===== src/rtl/simple_gray2bin_pkg.sv =====
// Shared register map, CTL_STAT bit positions and status layout for the
// register-mapped Gray-to-binary decoder.
package g2b_pkg;

    localparam logic [1:0] ADDR_DATA  = 2'd0;
    localparam logic [1:0] ADDR_RSVD1 = 2'd1;
    localparam logic [1:0] ADDR_RSVD2 = 2'd2;
    localparam logic [1:0] ADDR_CTL   = 2'd3;

    localparam int BIT_EMPTY = 0;
    localparam int BIT_FULL  = 1;
    localparam int BIT_OVF   = 2;
    localparam int BIT_UNF   = 3;
    localparam int BIT_CLR   = 4;

    // CTL_STAT read layout, MSB first; the clear bit always reads back as 0
    typedef struct packed {
        logic [2:0] rsvd_hi;
        logic       clr;
        logic       unf;
        logic       ovf;
        logic       full;
        logic       empty;
    } ctl_stat_t;

endpackage


===== src/rtl/simple_gray2bin_gray2bin.sv =====
// Combinational Gray-to-binary decode: each binary bit is the XOR of all
// Gray bits at or above its position.
module gray2bin #(
    parameter int DATA_W = 8
) (
    input  logic [DATA_W-1:0] gray,
    output logic [DATA_W-1:0] bin
);

    always_comb begin
        logic [DATA_W-1:0] b;
        b = gray;
        for (int i = DATA_W - 2; i >= 0; i--) begin
            b[i] = b[i+1] ^ gray[i];
        end
        bin = b;
    end

endmodule


===== src/rtl/simple_gray2bin.sv =====
// Register-mapped Gray-to-binary decoder: DATA writes are decoded and queued
// in a circular FIFO, DATA reads pop it, CTL_STAT reports and clears flags.
module simple_gray2bin
    import g2b_pkg::*;
#(
    parameter int DATA_W = 8,
    parameter int DEPTH  = 16,
    parameter int CNT_W  = $clog2(DEPTH) + 1
) (
    input  logic              clk,
    input  logic              rst_n,
    input  logic              enable,
    input  logic [1:0]        addr,
    input  logic              write,
    input  logic              read,
    input  logic [DATA_W-1:0] wdata,
    output logic [DATA_W-1:0] rdata,
    output logic              resp,
    output logic              irq
);

    localparam int PTR_W = $clog2(DEPTH);

    logic [DATA_W-1:0] mem [DEPTH];
    logic [PTR_W-1:0]  wr_ptr, rd_ptr, wr_ptr_nxt, rd_ptr_nxt;
    logic [CNT_W-1:0]  count, count_nxt;
    logic              ovf, unf, ovf_nxt, unf_nxt;
    logic [DATA_W-1:0] rdata_nxt, dec;
    logic              resp_nxt, irq_nxt;

    logic acc, wr, rd;
    logic sel_data, sel_rsvd, sel_ctl;
    logic push_req, pop_req, clr;
    logic full, empty, do_push, do_pop, ovf_evt, unf_evt, rsvd_acc;
    ctl_stat_t  stat;
    logic [7:0] stat_bits;

    gray2bin #(.DATA_W(DATA_W)) u_dec (
        .gray (wdata),
        .bin  (dec)
    );

    assign acc      = enable && rst_n;
    assign wr       = acc && write;
    assign rd       = acc && read;
    assign sel_data = (addr == ADDR_DATA);
    assign sel_rsvd = (addr == ADDR_RSVD1) || (addr == ADDR_RSVD2);
    assign sel_ctl  = (addr == ADDR_CTL);

    assign push_req = wr && sel_data;
    assign pop_req  = rd && sel_data;
    assign clr      = wr && sel_ctl && wdata[BIT_CLR];

    assign full  = (count == CNT_W'(DEPTH));
    assign empty = (count == '0);

    // A simultaneous pop frees the slot, so a push into a full FIFO still lands
    assign do_push  = push_req && (!full || pop_req);
    assign do_pop   = pop_req && !empty;
    assign ovf_evt  = push_req && full && !pop_req;
    assign unf_evt  = pop_req && empty;
    assign rsvd_acc = (wr || rd) && sel_rsvd;

    assign stat      = '{rsvd_hi: 3'b000, clr: 1'b0, unf: unf, ovf: ovf,
                         full: full, empty: empty};
    assign stat_bits = stat;

    always_comb begin
        wr_ptr_nxt = wr_ptr;
        rd_ptr_nxt = rd_ptr;
        count_nxt  = count;
        ovf_nxt    = ovf;
        unf_nxt    = unf;
        if (clr) begin
            wr_ptr_nxt = '0;
            rd_ptr_nxt = '0;
            count_nxt  = '0;
            ovf_nxt    = 1'b0;
            unf_nxt    = 1'b0;
        end else begin
            if (do_push) wr_ptr_nxt = wr_ptr + PTR_W'(1);
            if (do_pop)  rd_ptr_nxt = rd_ptr + PTR_W'(1);
            case ({do_push, do_pop})
                2'b10:   count_nxt = count + CNT_W'(1);
                2'b01:   count_nxt = count - CNT_W'(1);
                default: count_nxt = count;
            endcase
            if (ovf_evt) ovf_nxt = 1'b1;
            if (unf_evt) unf_nxt = 1'b1;
        end
    end

    // Read data reflects the state seen during the access cycle
    always_comb begin
        rdata_nxt = '0;
        if (rd) begin
            case (addr)
                ADDR_DATA: rdata_nxt = empty ? '0 : mem[rd_ptr];
                ADDR_CTL:  rdata_nxt = DATA_W'(stat_bits);
                default:   rdata_nxt = '0;
            endcase
        end
        resp_nxt = rsvd_acc || ovf_evt || unf_evt;
        irq_nxt  = (count_nxt != '0) && !ovf_nxt && !unf_nxt;
    end

    always_ff @(posedge clk) begin
        if (do_push && !clr) mem[wr_ptr] <= dec;
    end

    always_ff @(posedge clk or negedge rst_n) begin
        if (!rst_n) begin
            wr_ptr <= '0;
            rd_ptr <= '0;
            count  <= '0;
            ovf    <= 1'b0;
            unf    <= 1'b0;
            rdata  <= '0;
            resp   <= 1'b0;
            irq    <= 1'b0;
        end else begin
            wr_ptr <= wr_ptr_nxt;
            rd_ptr <= rd_ptr_nxt;
            count  <= count_nxt;
            ovf    <= ovf_nxt;
            unf    <= unf_nxt;
            rdata  <= rdata_nxt;
            resp   <= resp_nxt;
            irq    <= irq_nxt;
        end
    end

endmodule

===== config.mk =====
export PLATFORM = sky130hd
export DESIGN_NAME = simple_gray2bin
export DESIGN_NICKNAME = d
export VERILOG_FILES = /design/src/rtl/simple_gray2bin_pkg.sv /design/src/rtl/simple_gray2bin_gray2bin.sv /design/src/rtl/simple_gray2bin.sv
export SDC_FILE = /design/constraint.sdc
export NUM_CORES = 1
export LEC_CHECK = 0
export BUFFER_PORTS_ARGS = -buffer_cell sky130_fd_sc_hd__buf_4
export CAP_MARGIN = 20
export CORE_MARGIN = 5
export CORE_UTILIZATION = 60
export DETAILED_ROUTE_END_ITERATION = 7
export PLACE_DENSITY = 0.78
export SYNTH_ARGS = -nofsm -noshare
export SYNTH_HDL_FRONTEND = slang
export SYNTH_SLANG_ARGS = --single-unit
export TNS_END_PERCENT = 50

===== constraint.sdc =====
create_clock -name clk -period 3.25 [get_ports clk]
set_input_delay 0.65 -clock clk [delete_from_list [all_inputs] [get_ports clk]]
set_output_delay 0.65 -clock clk [all_outputs]
set_load 0.03 [all_outputs]

=== Word level (Yosys, flattened, before mapping) ===
Memories as Yosys holds them, arrays and structs flattened.
Cells that the tools add are included.

* Flip-flop bits (word level): 25
* Bits in writable memories: 128
* Input port bits: 15
* Output and inout bits: 10
* Word-level logic and storage cells: 73
* Memories kept: 1

{| class="wikitable"
|+ Memory list
! memory !! words !! width !! rd ports !! clocked after memory_dff !! wr ports !! line !! source
|-
| mem || 16 || 8 || 1 || 0 || 1 || simple_gray2bin.sv:24 || <nowiki>logic [DATA_W-1:0] mem [DEPTH];</nowiki>
|}

* $add $sub $neg: 4
* Equal/unequal tests: 6
* Muxes and demuxes: 15
* Bitwise operators: 7
* Reduce and logical (&&, ||, !) cells: 32

{| class="wikitable"
|+ Operator list
! operator !! number
|-
| $logic_and 1x1->1 || 16
|-
| $mux 4 || 4
|-
| $mux 8 || 2
|-
| $pmux 8 s2 || 1
|-
| $pmux 5 s2 || 1
|-
| $add 4x1->4 const B || 2
|-
| $xor 1x1->1 || 7
|-
| $eq 2x2->1 const B || 3
|-
| $logic_not 1->1 || 6
|-
| $mux 1 || 6
|-
| $add 5x1->5 const B || 1
|-
| $eq 5x5->1 const B || 1
|-
| $logic_not 5->1 || 1
|-
| $logic_or 1x1->1 || 5
|-
| $mux 5 || 1
|-
| $reduce_bool 5->1 || 1
|-
| $sub 5x1->5 const B || 1
|-
| $eq 2x1->1 const B || 2
|-
| $reduce_bool 2->1 || 2
|-
| $logic_not 2->1 || 1
|}

=== Logic depth before layout (Yosys ltp) ===
Gate-level depths: netlist of the first run.

* Depth after elaboration: 11
* Mapped depth: 12
* Gate-level depth less buffers: 11

=== By module ===
A second synthesis of the first run with hierarchy kept.

* Cells, all modules: 371
* Area, all modules: 6432.4 um^2

{| class="wikitable"
|+ By module, submodules not included
! module !! instances !! cells each !! area each (um^2) !! seq. area each (um^2)
|-
| simple_gray2bin || 1 || 358 || 6307.3 || 4469.3
|-
| gray2bin || 1 || 13 || 125.1 || 0.0
|}

=== Worst setup path before layout of the first run ===
No wires, ideal clock.

* Path kind: in2reg
* Start: input addr[0]
* End: register irq
* Setup time: 0.084 ns
* Arrival: 2.853 ns
* Data required time: 3.166 ns
* Path slack: 0.313 ns
* Stages: 11
* Path buffers: 1
* Cells stage by stage: inv_1 > ha_1 > buf_4 > nand4_2 > a211oi_2 > xor2_1 > ha_1 > a21oi_1 > nor3b_1 > or4_4 > a41oi_2

* Cells in the longest elaborated chain, start to end: 10
* Elaborated cells between the ends (all ways): 26
* Those cells by class: eq/ne: 3; mux: 6; reduce/logical: 17

{| class="wikitable"
|+ Ends and longest elaborated chain
! item !! line !! source
|-
| from (decl) || simple_gray2bin.sv:13 || <nowiki>input logic [1:0] addr,</nowiki>
|-
| $logic_not 2->1 || simple_gray2bin.sv:46 || <nowiki>assign sel_data = (addr == ADDR_DATA);</nowiki>
|-
| $logic_and 1x1->1 || simple_gray2bin.sv:51 || <nowiki>assign pop_req = rd && sel_data;</nowiki>
|-
| $logic_or 1x1->1 || simple_gray2bin.sv:58 || <nowiki>assign do_push = push_req && (!full || pop_req);</nowiki>
|-
| $logic_and 1x1->1 || simple_gray2bin.sv:58 ||
|-
| $eq 2x1->1 / $eq 2x2->1 (equally long branches) || simple_gray2bin.sv:83 || <nowiki>case ({do_push, do_pop})</nowiki>
|-
| $pmux 5 s2 || simple_gray2bin.sv:83 ||
|-
| $mux 5 || simple_gray2bin.sv:74 || <nowiki>if (clr) begin</nowiki>
|-
| $reduce_bool 5->1 || simple_gray2bin.sv:104 || <nowiki>irq_nxt = (count_nxt != '0) && !ovf_nxt && !unf_nxt;</nowiki>
|-
| $logic_and 1x1->1 || simple_gray2bin.sv:104 ||
|-
| $logic_and 1x1->1 (*) || simple_gray2bin.sv:104 ||
|-
| net irq_nxt || simple_gray2bin.sv:29 || <nowiki>logic resp_nxt, irq_nxt;</nowiki>
|-
| to (signal assigned) || simple_gray2bin.sv:129 || <nowiki>irq <= irq_nxt;</nowiki>
|-
| to (decl) || simple_gray2bin.sv:19 || <nowiki>output logic irq</nowiki>
|}

The timed path passes the listed nets; every way through them passes the cells marked *.
A chain may end at the register's enable or synchronous reset.

=== Worst setup path after layout of the first run ===
* Start: input rst_n
* End: register irq

* Cells in the longest elaborated chain, start to end: 11
* Elaborated cells between the ends (all ways): 27
* Those cells by class: eq/ne: 2; mux: 6; reduce/logical: 19

{| class="wikitable"
|+ Ends and longest elaborated chain
! item !! line !! source
|-
| from (decl) || simple_gray2bin.sv:11 || <nowiki>input logic rst_n,</nowiki>
|-
| $logic_and 1x1->1 (*) || simple_gray2bin.sv:43 || <nowiki>assign acc = enable && rst_n;</nowiki>
|-
| $logic_and 1x1->1 || simple_gray2bin.sv:45 || <nowiki>assign rd = acc && read;</nowiki>
|-
| $logic_and 1x1->1 || simple_gray2bin.sv:51 ||
|-
| $logic_or 1x1->1 || simple_gray2bin.sv:58 ||
|-
| $logic_and 1x1->1 || simple_gray2bin.sv:58 ||
|-
| $eq 2x1->1 / $eq 2x2->1 (equally long branches) || simple_gray2bin.sv:83 ||
|-
| $pmux 5 s2 || simple_gray2bin.sv:83 ||
|-
| $mux 5 || simple_gray2bin.sv:74 ||
|-
| $reduce_bool 5->1 || simple_gray2bin.sv:104 ||
|-
| $logic_and 1x1->1 || simple_gray2bin.sv:104 ||
|-
| $logic_and 1x1->1 (*) || simple_gray2bin.sv:104 ||
|-
| net irq_nxt || simple_gray2bin.sv:29 ||
|}

Marks and branches as above.

==> reports/qor.yml, run 1 <==
synth:
  synth_top_area_share: 0.592
  post_synth.cell_area_avg_um2: 17.8
  syn_inst: 365
  synthesis.area_mm2: 0.00649
  synth_edf_count: 128
  synthArstFlopShare: 0.163
  ys_seq_elements: 153
  synth_top_cells_by_area: "sky130_fd_sc_hd__edfxtp_1 (59%), sky130_fd_sc_hd__mux4_2 (12%), sky130_fd_sc_hd__dfrtp_1 (9.6%)"
  yosys.area.top_type: "sky130_fd_sc_hd__edfxtp_1"
  yosys.cell_types.count: 48
  yosysSeqAreaShare: 0.688
  synth_warnings: 0
  netlist_top_cells_count: "sky130_fd_sc_hd__edfxtp_1 (128), sky130_fd_sc_hd__mux4_2 (36), sky130_fd_sc_hd__dfrtp_1 (25)"
  yosysMostFrequentCell: "sky130_fd_sc_hd__edfxtp_1"
  synth_flop_cell: "sky130_fd_sc_hd__edfxtp_1"
  postSynthNetCount: 389
critical_path:
  critPathKind: "in2reg"
  element_type_at_the_critical_path_end: "flip-flop"
  crit_path_max_fanout: 17
  critical_path.startpoint_type: "input port"
  crit_required_ns: 3.69
  crit_arrival_ns: 3.47
job:
  max_cap_violation_count: 0
cts:
  clkSlewWorstSetupHoldPaths_ns: 0.07
  clock_path_buffers: 2
  clock_sinks: 153
  cts_setup_buffers: 0
  clock_tree_from_tritoncts: "done"
  cts-hold-fix-buffers: 1
  root_buffer: "sky130_fd_sc_hd__clkbuf_8"
  cts_inserted_buffers: 17
  resized_cells_post_cts: 0
  htree_num_levels: 4
  worstSkewPairLatency_ns: 0.52
power:
  power.share.switching: 0.266
  combinationalPowerShare: 0.186
  seq_power_share: 0.454
  leak_pwr_nw: 2.66
  max-vdd-ir-drop_v: 0.000467
  intPower_w: 0.00395
  clock_power_share: 0.360
  power-per-cell-area_mw_per_mm2: 716
  switchingPower_w: 0.00143
timing:
  setup-violations-final: 0
  clock.fmax_ghz: 0.329
  unrepaired_setup_endpoints_after_global_routing: "no"
  fin_skew_ns: 0.00699
  setup_tns_ns: 0
  final.min_clock_period_ns: 3.04
  post-route-period-util: 0.934
  timing.slew.headroom: 0.332
  layout_setup_ws_ns: 0.215
  max_slew.worst_pin.slew_ns: 0.995
  hold_violations: 0
  timing.final.max_slew_violations: 0
floorplanning:
  top_level_ports: 25
  start_util: 0.604
  rows: 38
  floorplan.die.height_um: 114
  design.die.area_mm2: 0.0130
  fp.coreArea_mm2: 0.0107
  die_width_um: 114
routing:
  drc_errors: 0
  drt_first_pass_iters: 6
  routed_wire_length_per_instance_um: 22.3
  drt_iter0_markers: 203
  drt-vias-per-instance: 6.05
  routed-via-count: 3423
  postRouteWirelength_mm: 12.6
  antenna_left: 0
layout:
  areaGrowthSynthToFinish_pct: 15.6
  layout-drive-gt1-share: 0.293
  nNetsFinal: 437
  layout.filler_cells: 692
  n_antenna_cell: 0
placed_design:
  place_worst_setup_slack_ns: 0.217
  detailedPlacementHpwl_mm: 8.08
  finalWeightedCongestion: 0.884
  portBuffers: 24
global_route:
  grt_util_all_layers: 0.215
  overflow: 0
  grt_max_degree: 31
  grt_pass1_vias: 3499
  global_route_wire_length_before_repair_mm: 20.1
  antenna_found_initial: 0
status:
  run_status: "finished, final reports clean"
min_path:
  worst_hold_path_type: "in2reg"
worst paths after layout:
path	from	slack (ns)	depth (start not counted)	end
min in group asynchronous	rst_n	0.53	2	ovf$_DFF_PN0_
worst max-delay path	rst_n	0.21	10	irq$_DFF_PN0_
max in group asynchronous	rst_n	2.26	3	rd_ptr[0]$_DFFE_PN0P_
worst min register to register	ovf$_DFF_PN0_	0.54	2	rdata[2]$_DFF_PN0_
worst min-delay path	wdata[7]	0.46	1	mem[11][7]$_DFFE_PP_
worst max register to register	count[1]$_DFF_PN0_	0.41	9	irq$_DFF_PN0_
critical path: stages:
cell and delay, ns:
sky130_fd_sc_hd__dlygate4sd3_1 0.53, sky130_fd_sc_hd__buf_4 0.24, sky130_fd_sc_hd__nand3_1 0.22, sky130_fd_sc_hd__a31oi_1 0.40
sky130_fd_sc_hd__inv_1 0.08, sky130_fd_sc_hd__ha_1 0.25, sky130_fd_sc_hd__a21oi_1 0.27, sky130_fd_sc_hd__nor3b_1 0.13
sky130_fd_sc_hd__or4_4 0.51, sky130_fd_sc_hd__a41oi_2 0.19
layout by cell type (no fill, tap or decap), types with 2 or more instances in the layout:
| cell | n |
|---|---|
| sky130_fd_sc_hd__edfxtp_1 | 128 |
| sky130_fd_sc_hd__buf_4 | 45 |
| sky130_fd_sc_hd__mux4_2 | 36 |
| sky130_fd_sc_hd__dfrtp_1 | 24 |
| sky130_fd_sc_hd__nor2_1 | 22 |
| sky130_fd_sc_hd__inv_1 | 16 |
| sky130_fd_sc_hd__clkbuf_16 | 16 |
| sky130_fd_sc_hd__xor2_1 | 10 |
| sky130_fd_sc_hd__a21oi_1 | 10 |
| sky130_fd_sc_hd__nand3_1 | 9 |
| sky130_fd_sc_hd__and2_1 | 9 |
| sky130_fd_sc_hd__ha_1 | 9 |
| sky130_fd_sc_hd__nand2_1 | 8 |
| sky130_fd_sc_hd__mux2i_1 | 8 |
| sky130_fd_sc_hd__a211oi_1 | 8 |
| sky130_fd_sc_hd__nor3b_1 | 4 |
| sky130_fd_sc_hd__o21ai_0 | 4 |
| sky130_fd_sc_hd__nor2b_1 | 4 |
| sky130_fd_sc_hd__nor4_1 | 4 |
| sky130_fd_sc_hd__nand4_1 | 3 |
| sky130_fd_sc_hd__or2_2 | 3 |
| sky130_fd_sc_hd__xnor2_1 | 3 |
| sky130_fd_sc_hd__clkinv_2 | 3 |
| sky130_fd_sc_hd__bufinv_16 | 3 |
| sky130_fd_sc_hd__clkinv_4 | 3 |
| sky130_fd_sc_hd__a31oi_1 | 2 |
| sky130_fd_sc_hd__a32oi_1 | 2 |
| sky130_fd_sc_hd__xnor3_1 | 2 |
| sky130_fd_sc_hd__inv_6 | 2 |
| sky130_fd_sc_hd__clkinv_1 | 2 |
state kept, by name (all words and copies together), names as in the netlist:
register / count
rdata: 8
count: 5
rd_ptr: 4
mem: 128
resp: 1
unf: 1
irq: 1
ovf: 1
wr_ptr: 4
per-stage QoR:
stage          utilization  hold WS [ns]  total power (W)  area, um2  cells
2_1_floorplan            -         0.354          0.00321       6490    365
3_3_place_gp         0.642         0.508          0.00342       6900    532
3_5_place_dp         0.642         0.508          0.00346       6900    532
4_1_cts              0.698         0.445          0.00540       7500    565
5_1_grt              0.699         0.457          0.00561       7510    566
6_report             0.699         0.459          0.00538       7510    566
cell families (layout without fill, tap and decap cells):
kind of cell	Yosys count	in the layout	share of synthesized area
XOR/XNOR	16	16	0.0281
adder cells (fa/ha/maj)	9	9	0.0173
buffers and inverters	33	94	0.0243
flip-flops	153	153	0.688
AND/OR/NAND/NOR	74	74	0.0638
multiplexers	44	44	0.137
AO/OA/AOI/OAI	36	36	0.0410
layout make-up:
cell class                      count  area [um2]  area share
Clock inverter                     15         175      0.0233
Sequential cell                   153        4470       0.595
Clock buffer                       17         414      0.0551
Tap cell                          140         175      0.0233
Timing Repair Buffer               46         348      0.0463
Inverter                           16        60.1     0.00800
Multi-Input combinational cell    179        1870       0.249
layer usage:
metal	GRT usage	wire length, um	share of wire	up-vias
li1	-	-	-	1528
met1	0.288	5180	0.41	1761
met2	0.350	6470	0.51	121
met3	0.0509	825	0.065	13
met4	0.0744	148	0.012	0
met5	0	0	0	-
power groups by stage:
stage	sequential, W	clock [W]	combinational [W]
floorplan	0.00238	0	0.000833
global placement	0.00248	0	0.000943
detailed placement	0.00249	0	0.000977
CTS	0.00245	0.00195	0.00100
global route	0.00246	0.00206	0.00109
finish	0.00244	0.00194	0.000999
Power figures use the tool's default switching activity.
==> run 2, diff against run 1 <==
Settings changed: CORE_UTILIZATION 60 to 45, PLACE_DENSITY 0.78 to not set.
==> run 2 against run 1 <==
Register-to-register slack improved by 0.03 ns. Final cell count increased by 11%. Total power grew 0.11%. Worst hold slack got worse by 0.43 ns. Maximum frequency rose by 8.0%.
==> reports/qor.yml, run 2 (synthesized netlist as in run 1, its figures left out) <==
timing:
  post-route-period-util: 0.865  # -0.0693
  unrepaired_setup_endpoints_after_global_routing: "no"
  setup_tns_ns: 0  # unchanged
  fin_skew_ns: 0.0147  # +0.00770 ns
  clock.fmax_ghz: 0.356  # +8.0%
  setup-violations-final: 0  # unchanged
  max_slew.worst_pin.slew_ns: 0.853  # -0.142 ns
  final.min_clock_period_ns: 2.81  # -0.225 ns
  hold_violations: 0  # unchanged
  timing.slew.headroom: 0.431  # +0.0993
  timing.final.max_slew_violations: 0  # unchanged
routing:
  drt-vias-per-instance: 5.50  # -9.0%
  routed_wire_length_per_instance_um: 22.2  # -0.70%
  routed-via-count: 3444  # +0.61%
  top_layer: "met4"
  drt-met1-wl_mm: 5.86  # +13%
  routed_length_on_met3_um: 627  # -24%
  antenna_left: 0  # unchanged
  drt_first_pass_iters: 4  # -2
  drc_errors: 0  # unchanged
  drt_iter0_markers: 249  # +23%
  postRouteWirelength_mm: 13.9  # +9.8%
  total_length_of_routed_met2_wires_mm: 7.26  # +12%
critical_path:
  critPathKind: "reg2reg"
  element_type_at_the_critical_path_end: "flip-flop"
  cpMaxStageDelayCell: "sky130_fd_sc_hd__nor4_4"
  r2r_start: "count[1]$_DFF_PN0_"
  crit_required_ns: 3.58  # -0.11 ns
  slowest_delay_ns: 0.61  # +0.08 ns
  cp-startpoint: "count[1]$_DFF_PN0_"
  crit_chain: "nor4_4 > a211oi_2 > xor2_1 > ha_1 > a21oi_1 > nor3b_1 > or4_4 > a41oi_2"
  crit_arrival_ns: 3.14  # -0.33 ns
  critical_path.startpoint_type: "flip-flop"
  crit_path_max_fanout: 8  # -9
cts:
  root_buffer: "sky130_fd_sc_hd__clkbuf_16"
  clock_tree_from_tritoncts: "done"
  clkSlewWorstSetupHoldPaths_ns: 0.06  # about the same
  worstSkewPairLatency_ns: 0.42  # -0.10 ns
  cts_setup_buffers: 0  # unchanged
  cts-hold-fix-buffers: 0  # -1
  cts_inserted_buffers: 17  # unchanged
  resized_cells_post_cts: 0  # unchanged
  clock_path_buffers: 2  # unchanged
  htree_num_levels: 4  # unchanged
  clock_sinks: 153  # unchanged
floorplanning:
  design.die.area_mm2: 0.0169  # +30%
  fp.coreArea_mm2: 0.0144  # +34%
  top_level_ports: 25  # unchanged
  start_util: 0.452  # -0.152
  rows: 44  # +16%
  die_width_um: 130  # +14%
  floorplan.die.height_um: 130  # +14%
power:
  power-per-cell-area_mw_per_mm2: 698  # -2.5%
  intPower_w: 0.00393  # -0.40%
  leak_pwr_nw: 2.75  # +3.2%
  clock_power_share: 0.361  # about the same
  seq_power_share: 0.456  # +0.002
  power.total_w: 0.00538  # +0.11%
  combinationalPowerShare: 0.183  # -0.003
  max-vdd-ir-drop_v: 0.000385  # -18%
  power.share.switching: 0.270  # +0.00369
  switchingPower_w: 0.00145  # +1.5%
layout:
  nNetsFinal: 453  # +3.7%
  final_common_cell: "sky130_fd_sc_hd__edfxtp_1"
  largest_reg_flops: 128  # unchanged
  areaGrowthSynthToFinish_pct: 18.7
  layout.filler_cells: 1122  # +62%
  n_antenna_cell: 0  # unchanged
  layout.cells.most_common_list: "sky130_fd_sc_hd__edfxtp_1 (128), sky130_fd_sc_hd__buf_4 (61), sky130_fd_sc_hd__mux4_2 (36)"
  layout-drive-gt1-share: 0.328  # +0.0346
  largest_register: "mem"
  top_regs: "mem (128), rdata (8), count (5)"
global_route:
  overflow: 0  # unchanged
  global_route_wire_length_before_repair_mm: 21.3  # +6.0%
  grt_max_degree: 25  # -19%
  grt_pass1_vias: 3501  # +0.057%
  antenna_found_initial: 0  # unchanged
  grt_util_all_layers: 0.177  # -0.0374
min_path:
  worst_hold_path_type: "in2async"
job:
  max_cap_violation_count: 0  # unchanged
status:
  run_status: "finished, final reports clean"
placed_design:
  portBuffers: 24  # unchanged
  finalWeightedCongestion: 0.889  # +0.53%
  detailedPlacementHpwl_mm: 9.44  # +17%
==> run 2: cell types whose count changed in the layout (fill, tap and decap cells not counted), sizes merged <==
cell,previous run,this run
inv,19,21
clkinv,8,5
buf,45,62
dlygate4sd3,1,0
bufinv,3,2
clkinvlp,1,3
==> run 2: critical path, delay by kind of cell, from the launching register on <==
family | cells | cell delay, ns
AO/OA/AOI/OAI | 3 | 0.63
XOR/XNOR | 1 | 0.17
adder cells (fa/ha/maj) | 1 | 0.20
flip-flops | 1 | 0.49
AND/OR/NAND/NOR | 3 | 1.24
==> run 2: layout make-up <==
class                   count  area (um2)  share of cell area
flip-flops and latches    153        4470               0.580
inverters                  16        60.1             0.00779
repair buffers             62         478              0.0620
clock inverters            15         166              0.0216
clock buffers              17         425              0.0552
well taps                 184         230              0.0299
multi-input cells         179        1880               0.244
==> run 2: worst paths after layout <==
path / to / slack (ns) / cells past startpoint
setup / recovery: irq$_DFF_PN0_ / 0.44 / 8
hold / removal: unf$_DFF_PN0_ / 0.03 / 1
setup reg to reg: irq$_DFF_PN0_ / 0.44 / 8
hold reg to reg: rdata[2]$_DFF_PN0_ / 0.55 / 2
max in group asynchronous: rd_ptr[0]$_DFFE_PN0P_ / 2.68 / 2
min in group clk: mem[8][7]$_DFFE_PP_ / 0.55 / 1
==> run 2: per-layer routing <==
metal	track usage	up-vias
met1	0.229	1783
met3	0.0458	16
li1	-	1567
met4	0.0556	0
met2	0.297	78
met5	0	-
==> run 2: power groups by stage <==
stage                     Sequential (W)  Clock (W)  Combinational [W]
after floorplan                  0.00238          0           0.000833
after global placement           0.00251          0           0.000961
after detailed placement         0.00251          0           0.000977
after CTS                        0.00247    0.00198           0.000989
after global routing             0.00248    0.00208            0.00108
final                            0.00246    0.00194           0.000983
==> run 2: through the flow <==
step | setup WS (ns) | utilization | cells | hold WS (ns) | cell area [um2]
floorplan | 0.313 | - | 365 | 0.354 | 6490
global placement | 0.274 | 0.495 | 593 | 0.457 | 7110
detailed placement | 0.166 | 0.495 | 593 | 0.460 | 7110
CTS | 0.440 | 0.536 | 625 | 0.00344 | 7700
global route | 0.244 | 0.537 | 626 | 0.0111 | 7710
finish | 0.440 | 0.537 | 626 | 0.0323 | 7710
